`config.mk`:
```
export PLATFORM = sky130hd
export DESIGN_NAME = cursor_select_ctrl
export DESIGN_NICKNAME = d
export VERILOG_FILES = /design/src/rtl/cursor_select_ctrl.sv
export SDC_FILE = /design/constraint.sdc
export NUM_CORES = 1
export LEC_CHECK = 0
export ABC_CLOCK_PERIOD_IN_PS = 9200
export CAP_MARGIN = 20
export CORE_MARGIN = 2
export CORE_UTILIZATION = 57
export CTS_CLUSTER_DIAMETER = 40
export DETAILED_ROUTE_END_ITERATION = 10
export HOLD_SLACK_MARGIN = 0.02
export PLACE_DENSITY = 0.72
export SYNTH_ARGS = -nofsm -noshare
export SYNTH_HDL_FRONTEND = slang
export SYNTH_SLANG_ARGS = --single-unit
```
`constraint.sdc`:
```
create_clock -name clk -period 9.2 [get_ports clk]
set_input_delay 2.76 -clock clk [delete_from_list [all_inputs] [get_ports clk]]
set_output_delay 2.76 -clock clk [all_outputs]
set_load 0.1 [all_outputs]
```
`src/rtl/cursor_select_ctrl.sv`:
```
// cursor_select_ctrl: button conditioning (sync, debounce, auto-repeat), cursor movement and select/target FSM.
// Build option: define CURSOR_WRAP_EN to wrap the cursor at board edges instead of saturating.
module cursor_select_ctrl #(
  parameter int BOARD_DIM       = 8,
  parameter int LOC_W           = 6,
  parameter int DEBOUNCE_CYCLES = 250000,
  parameter int REPEAT_DELAY    = 12500000,
  parameter int REPEAT_RATE     = 5000000
) (
  input  logic             clk,
  input  logic             rst,
  input  logic             in_btn_up,
  input  logic             in_btn_down,
  input  logic             in_btn_left,
  input  logic             in_btn_right,
  input  logic             in_selected,
  input  logic             move_ack,
  output logic [LOC_W-1:0] location,
  output logic [LOC_W-1:0] sel_loc,
  output logic             sel_valid,
  output logic             move_valid,
  output logic [LOC_W-1:0] move_from,
  output logic [LOC_W-1:0] move_to
);

  localparam int NBTN   = 5;
  localparam int NDIR   = 4;
  localparam int DB_W   = $clog2(DEBOUNCE_CYCLES + 1);
  localparam int RP_MAX = (REPEAT_DELAY > REPEAT_RATE) ? REPEAT_DELAY : REPEAT_RATE;
  localparam int RP_W   = $clog2(RP_MAX + 1);
  localparam logic [DB_W-1:0]  DB_LAST  = DB_W'(DEBOUNCE_CYCLES - 1);
  localparam logic [RP_W-1:0]  DELAY_L  = RP_W'(REPEAT_DELAY);
  localparam logic [RP_W-1:0]  RATE_L   = RP_W'(REPEAT_RATE);
  localparam logic [RP_W-1:0]  RP_MAX_L = RP_W'(RP_MAX);
  localparam logic             REP_EN   = (REPEAT_DELAY != 0) ? 1'b1 : 1'b0;
  localparam logic [LOC_W-1:0] ZERO_L   = {LOC_W{1'b0}};
  localparam logic [LOC_W-1:0] ONE_L    = LOC_W'(1'b1);
  localparam logic [LOC_W-1:0] DIM_L    = LOC_W'(BOARD_DIM);
  localparam logic [LOC_W-1:0] LAST_L   = LOC_W'(BOARD_DIM - 1);
  localparam logic [LOC_W-1:0] SPAN_L   = LOC_W'(BOARD_DIM * (BOARD_DIM - 1));
`ifdef CURSOR_WRAP_EN
  localparam logic WRAP_EN = 1'b1;
`else
  localparam logic WRAP_EN = 1'b0;
`endif

  typedef enum logic [1:0] {IDLE = 2'd0, PICKED = 2'd1, PENDING = 2'd2} state_t;

  // Button index: 0 up, 1 down, 2 left, 3 right, 4 select
  logic [NBTN-1:0]  raw_s, sync1_r, sync2_r, level_r, level_d_r, press_s;
  logic [DB_W-1:0]  db_cnt_r [NBTN];
  logic [RP_W-1:0]  rep_cnt_r [NDIR];
  logic [NDIR-1:0]  rep_phase_r, rep_s, dir_s;
  logic             sel_ev_s;
  logic [LOC_W-1:0] row_s, col_s, loc_nxt_s;
  state_t           state_r, state_nxt_s;
  logic [LOC_W-1:0] location_r, sel_loc_r, move_from_r, move_to_r;
  logic [LOC_W-1:0] sel_loc_nxt_s, move_from_nxt_s, move_to_nxt_s;
  logic             sel_valid_r, move_valid_r, sel_valid_nxt_s, move_valid_nxt_s;

  assign raw_s = {in_selected, in_btn_right, in_btn_left, in_btn_down, in_btn_up};

  // Synchroniser, debounce counters and press-edge history
  always_ff @(posedge clk) begin
    if (rst) begin
      sync1_r   <= '0;
      sync2_r   <= '0;
      level_r   <= '0;
      level_d_r <= '0;
      for (int i = 0; i < NBTN; i++) db_cnt_r[i] <= '0;
    end else begin
      sync1_r   <= raw_s;
      sync2_r   <= sync1_r;
      level_d_r <= level_r;
      for (int i = 0; i < NBTN; i++) begin
        if (sync2_r[i] == level_r[i]) begin
          db_cnt_r[i] <= '0;
        end else if (db_cnt_r[i] == DB_LAST) begin
          level_r[i]  <= sync2_r[i];
          db_cnt_r[i] <= '0;
        end else begin
          db_cnt_r[i] <= db_cnt_r[i] + DB_W'(1'b1);
        end
      end
    end
  end

  assign press_s = level_r & ~level_d_r;

  // Repeat fires when the cycles since the last event reach the current interval
  always_comb begin
    rep_s = '0;
    for (int i = 0; i < NDIR; i++) begin
      rep_s[i] = REP_EN & level_r[i] & (rep_cnt_r[i] == (rep_phase_r[i] ? RATE_L : DELAY_L));
    end
  end

  // Auto-repeat counters: count cycles since the last press/repeat while held
  always_ff @(posedge clk) begin
    if (rst) begin
      rep_phase_r <= '0;
      for (int i = 0; i < NDIR; i++) rep_cnt_r[i] <= '0;
    end else begin
      for (int i = 0; i < NDIR; i++) begin
        if (!level_r[i]) begin
          rep_cnt_r[i]   <= '0;
          rep_phase_r[i] <= 1'b0;
        end else if (press_s[i] || rep_s[i]) begin
          rep_cnt_r[i]   <= RP_W'(1'b1);
          rep_phase_r[i] <= rep_s[i];
        end else if (rep_cnt_r[i] != RP_MAX_L) begin
          rep_cnt_r[i]   <= rep_cnt_r[i] + RP_W'(1'b1);
        end else begin
          rep_cnt_r[i]   <= rep_cnt_r[i];
        end
      end
    end
  end

  assign dir_s    = press_s[NDIR-1:0] | rep_s;
  assign sel_ev_s = press_s[4];
  assign row_s    = location_r / DIM_L;
  assign col_s    = location_r % DIM_L;

  // Cursor next location, one move per cycle, up > down > left > right
  always_comb begin
    loc_nxt_s = location_r;
    if (dir_s[0]) begin
      if (row_s != ZERO_L) loc_nxt_s = location_r - DIM_L;
      else if (WRAP_EN)    loc_nxt_s = location_r + SPAN_L;
      else                 loc_nxt_s = location_r;
    end else if (dir_s[1]) begin
      if (row_s != LAST_L) loc_nxt_s = location_r + DIM_L;
      else if (WRAP_EN)    loc_nxt_s = location_r - SPAN_L;
      else                 loc_nxt_s = location_r;
    end else if (dir_s[2]) begin
      if (col_s != ZERO_L) loc_nxt_s = location_r - ONE_L;
      else if (WRAP_EN)    loc_nxt_s = location_r + LAST_L;
      else                 loc_nxt_s = location_r;
    end else if (dir_s[3]) begin
      if (col_s != LAST_L) loc_nxt_s = location_r + ONE_L;
      else if (WRAP_EN)    loc_nxt_s = location_r - LAST_L;
      else                 loc_nxt_s = location_r;
    end else begin
      loc_nxt_s = location_r;
    end
  end

  // Selection FSM next state; decisions use the pre-move cursor location
  always_comb begin
    state_nxt_s      = state_r;
    sel_loc_nxt_s    = sel_loc_r;
    sel_valid_nxt_s  = sel_valid_r;
    move_valid_nxt_s = move_valid_r;
    move_from_nxt_s  = move_from_r;
    move_to_nxt_s    = move_to_r;
    case (state_r)
      IDLE: begin
        if (sel_ev_s) begin
          sel_loc_nxt_s   = location_r;
          sel_valid_nxt_s = 1'b1;
          state_nxt_s     = PICKED;
        end else begin
          state_nxt_s     = IDLE;
        end
      end
      PICKED: begin
        if (sel_ev_s && (location_r == sel_loc_r)) begin
          sel_valid_nxt_s  = 1'b0;
          state_nxt_s      = IDLE;
        end else if (sel_ev_s) begin
          move_from_nxt_s  = sel_loc_r;
          move_to_nxt_s    = location_r;
          move_valid_nxt_s = 1'b1;
          state_nxt_s      = PENDING;
        end else begin
          state_nxt_s      = PICKED;
        end
      end
      PENDING: begin
        if (move_ack) begin
          move_valid_nxt_s = 1'b0;
          sel_valid_nxt_s  = 1'b0;
          state_nxt_s      = IDLE;
        end else begin
          state_nxt_s      = PENDING;
        end
      end
      default: begin
        move_valid_nxt_s = 1'b0;
        sel_valid_nxt_s  = 1'b0;
        state_nxt_s      = IDLE;
      end
    endcase
  end

  // State register and registered outputs
  always_ff @(posedge clk) begin
    if (rst) begin
      state_r      <= IDLE;
      location_r   <= '0;
      sel_loc_r    <= '0;
      sel_valid_r  <= 1'b0;
      move_valid_r <= 1'b0;
      move_from_r  <= '0;
      move_to_r    <= '0;
    end else begin
      state_r      <= state_nxt_s;
      location_r   <= loc_nxt_s;
      sel_loc_r    <= sel_loc_nxt_s;
      sel_valid_r  <= sel_valid_nxt_s;
      move_valid_r <= move_valid_nxt_s;
      move_from_r  <= move_from_nxt_s;
      move_to_r    <= move_to_nxt_s;
    end
  end

  assign location   = location_r;
  assign sel_loc    = sel_loc_r;
  assign sel_valid  = sel_valid_r;
  assign move_valid = move_valid_r;
  assign move_from  = move_from_r;
  assign move_to    = move_to_r;

endmodule

```
==> results.ini <==
[hold_path]
hold_end=sync2_r[2]
hold_depth=1
holdCritStartpoint=sync1_r[2]
min_path_type=reg -> reg

[clock_tree]
clock-sinks=238
cts_hold_buffers=0
cts_made_buffers=38
post_cts_buffers=0
cts_buffer_depth=3
clkLatencyLatePin_ps=520
root_buffer=clkbuf_16
cts_tree=done
cts.clk_slew.worst_paths_ps=60
ctsResizeCount=0
htree_levels=2

[critical_path]
path_max_fanout=10
rr_endpoint=location[5]
crit_required_ps=6440
crit_path_start_kind=flop
r2r-start=rep_cnt_r[2][12]
cp_slowest_cell=clkdlybuf4s50_1
critical_path_buf_inv_count=1
max_stage_delay_ps=1250
crit_family=buffers and inverters
end_kind=primary output
r2r_setup_slack_ps=5700
startpoint=location[5]
rr_worst_depth=13
critical_path_class=reg -> out
cp.arrival_ps=2350
path_cells=clkdlybuf4s50_1

[yosys]
synth_cells=1231
synth_common_cells=nor2_1 (249), edfxtp_1 (186), xor2_1 (97)
yosys.area_share.simple=0.244
synth_top_family_by_area=simple AND/OR/NAND/NOR gates
synth_area_leaders=edfxtp_1 (45%), dfxtp_1 (8.3%), nor2_1 (7.5%)
synth_top_area_share=0.445
ys.flop_type=edfxtp_1
synth_xor_area_frac=0.120
synth_compound_area_frac=0.0415
synth.largest_area_cell=edfxtp_1
synthAdderAreaFrac=0.0225
synthMuxAreaShare=0.0176
yosysSeqAreaShare=0.528
syn_area_mm2=0.0125
ys_types=66
yosysMostFrequentCell=nor2_1
synth_edf_count=186
ys_async_sr_fraction=0
ys_seq_elements=238
yosysWarnings=0
syn_area_per_cell_um2=10.2

[route]
firstDrtPassIters=5
postRouteAntennaNets=0
via_per_inst=5.35
wl_mm=24.0
wl_per_cell_um=14.3
vias=8963
drt_iter0_markers=531
drc=0

[placed_design]
place_ws_ps=4250
gp_congestion=0.817
dpl_cell_area_mm2=0.0134
dp.cells=1600
detailed_place_hpwl_mm=16.2
io_buffers=33

[timing]
tns_ps=0
setup_ws_ps=4090
slew_headroom=0.277
period_minus_slack_ps=5110
fin_skew_ps=21.8
fin_crit_sh=0.556
rsz0062_at_grt=false
hold_viol_final=0
finalSetupViolCount=0
tightest_slew_ps=1080
fmax_mhz=196
finalMaxSlewViolations=0

[die]
io_pins=34
rows=54
core_area_mm2=0.0217
initial_core_util=0.578
die_w_um=152
die-area_mm2=0.0232
die_h_um=152

[global_route]
grt_max_degree=57
first_global_vias=8885
grt_pass1_wl_mm=41.2
antenna_found_initial=1
grt_overflow_total=0
grt.total_usage=0.210

[cells_and_area]
finalNetCount=1393
layout-drive-gt1-share=0.0639
areaGrowthSynthToFinish_pct=18.3
regArea_mm2=0.00663
n_fill_cell=1680
multi_input_area_mm2=0.00593
post-route-cell-area_mm2=0.0148
stdcell_count=1674

[outcome]
status=complete, no violations

[power]
leakagePower_nw=5.34
ir_drop_mv=0.147
p_per_area_mw_per_mm2=182

[flow_run]
maxCapViolCount=0

==> metal layers <==
layer	track usage	routed length, um	part of all wire	vias to the layer above
met4	0.0623	545	0.023	0
met3	0.0421	980	0.041	44
li1	-	-	-	4530
met1	0.272	10900	0.46	4260
met2	0.357	11500	0.48	129
met5	0	0	0	-
==> cells by family after synthesis <==
group / count (synthesis)
DFF: 238
muxes: 22
adders and majority gates: 22
and+or+nand+nor: 614
other: 1
AOI/OAI and AO/OA: 82
buffers and inverters: 80
xor gates and xnor gates: 172
==> flip-flops by register name, indices dropped and copies added (netlist names) <==
name and count:
rep_cnt_r 96, location 6, move_valid 1, state_r 2
level_r 5, sync2_r 5, sel_loc 6, sel_valid 1
move_from 6, sync1_r 5, rep_phase_r 4, move_to 6
level_d_r 5, db_cnt_r 90
==> layout by cell type (no fill, tap or decap), types with 34 or more instances in the layout <==
cell       Yosys  final
nor2_1       249    249
nand2_1       76     76
edfxtp_1     186    186
nand3_1       77     77
dfxtp_1       52     52
clkbuf_16      0     43
conb_1         1     90
xor2_1        97     97
nand4_1       34     34
inv_1         45     45
xnor2_1       75     75
==> how the worst max path moves through the flow <==
| stage | endpoint | slack (ps) | cells past startpoint |
|---|---|---|---|
| after floorplan | rep_cnt_r[3][0] | 4820 | 3 |
| after global placement | rep_cnt_r[2][15] | 4320 | 4 |
| after detailed placement | rep_cnt_r[1][20] | 4250 | 5 |
| after CTS | location[5] | 4060 | 1 |
| after global routing | location[5] | 4020 | 1 |
| final | location[5] | 4090 | 1 |
==> power breakdown <==
part | total, W | internal, W | leakage (nW) | switching (W)
sequential | 0.00119 | 0.00117 | 2.53 | 0.0000182
clock | 0.00148 | 0.000931 | 0.654 | 0.000545
combinational | 0.0000417 | 0.0000169 | 2.15 | 0.0000248
==> worst register-to-register path, stage by stage (launching register included) <==
cell and delay (ps):
edfxtp_1 470, or4b_1 560, nor4_2 230, o2111ai_1 270, nand2_2 270, ha_1 270, a21o_1 170, a21oi_1 220
o21bai_1 100, a21oi_1 170, xnor2_1 150, xnor2_1 140, a21oi_1 100, a32o_1 280
==> layout make-up <==
class / count / share of cell area
Tap cell: 280 / 0.0236
Antenna cell: 1 / 0.000169
Clock buffer: 47 / 0.0742
Clock inverter: 23 / 0.0164
Multi-Input combinational cell: 1002 / 0.400
Inverter: 45 / 0.0114
Timing Repair Buffer: 38 / 0.0277
Sequential cell: 238 / 0.447
==> metrics by stage <==
step,power (W),hold WS (ps),util
after global placement,0.00125,418,0.619
final,0.00271,433,0.684
after floorplan,0.00124,414,-
after CTS,0.00273,439,0.681
after detailed placement,0.00125,424,0.619
after global routing,0.00279,452,0.684
No activity file was read; power rests on OpenSTA's default activity.
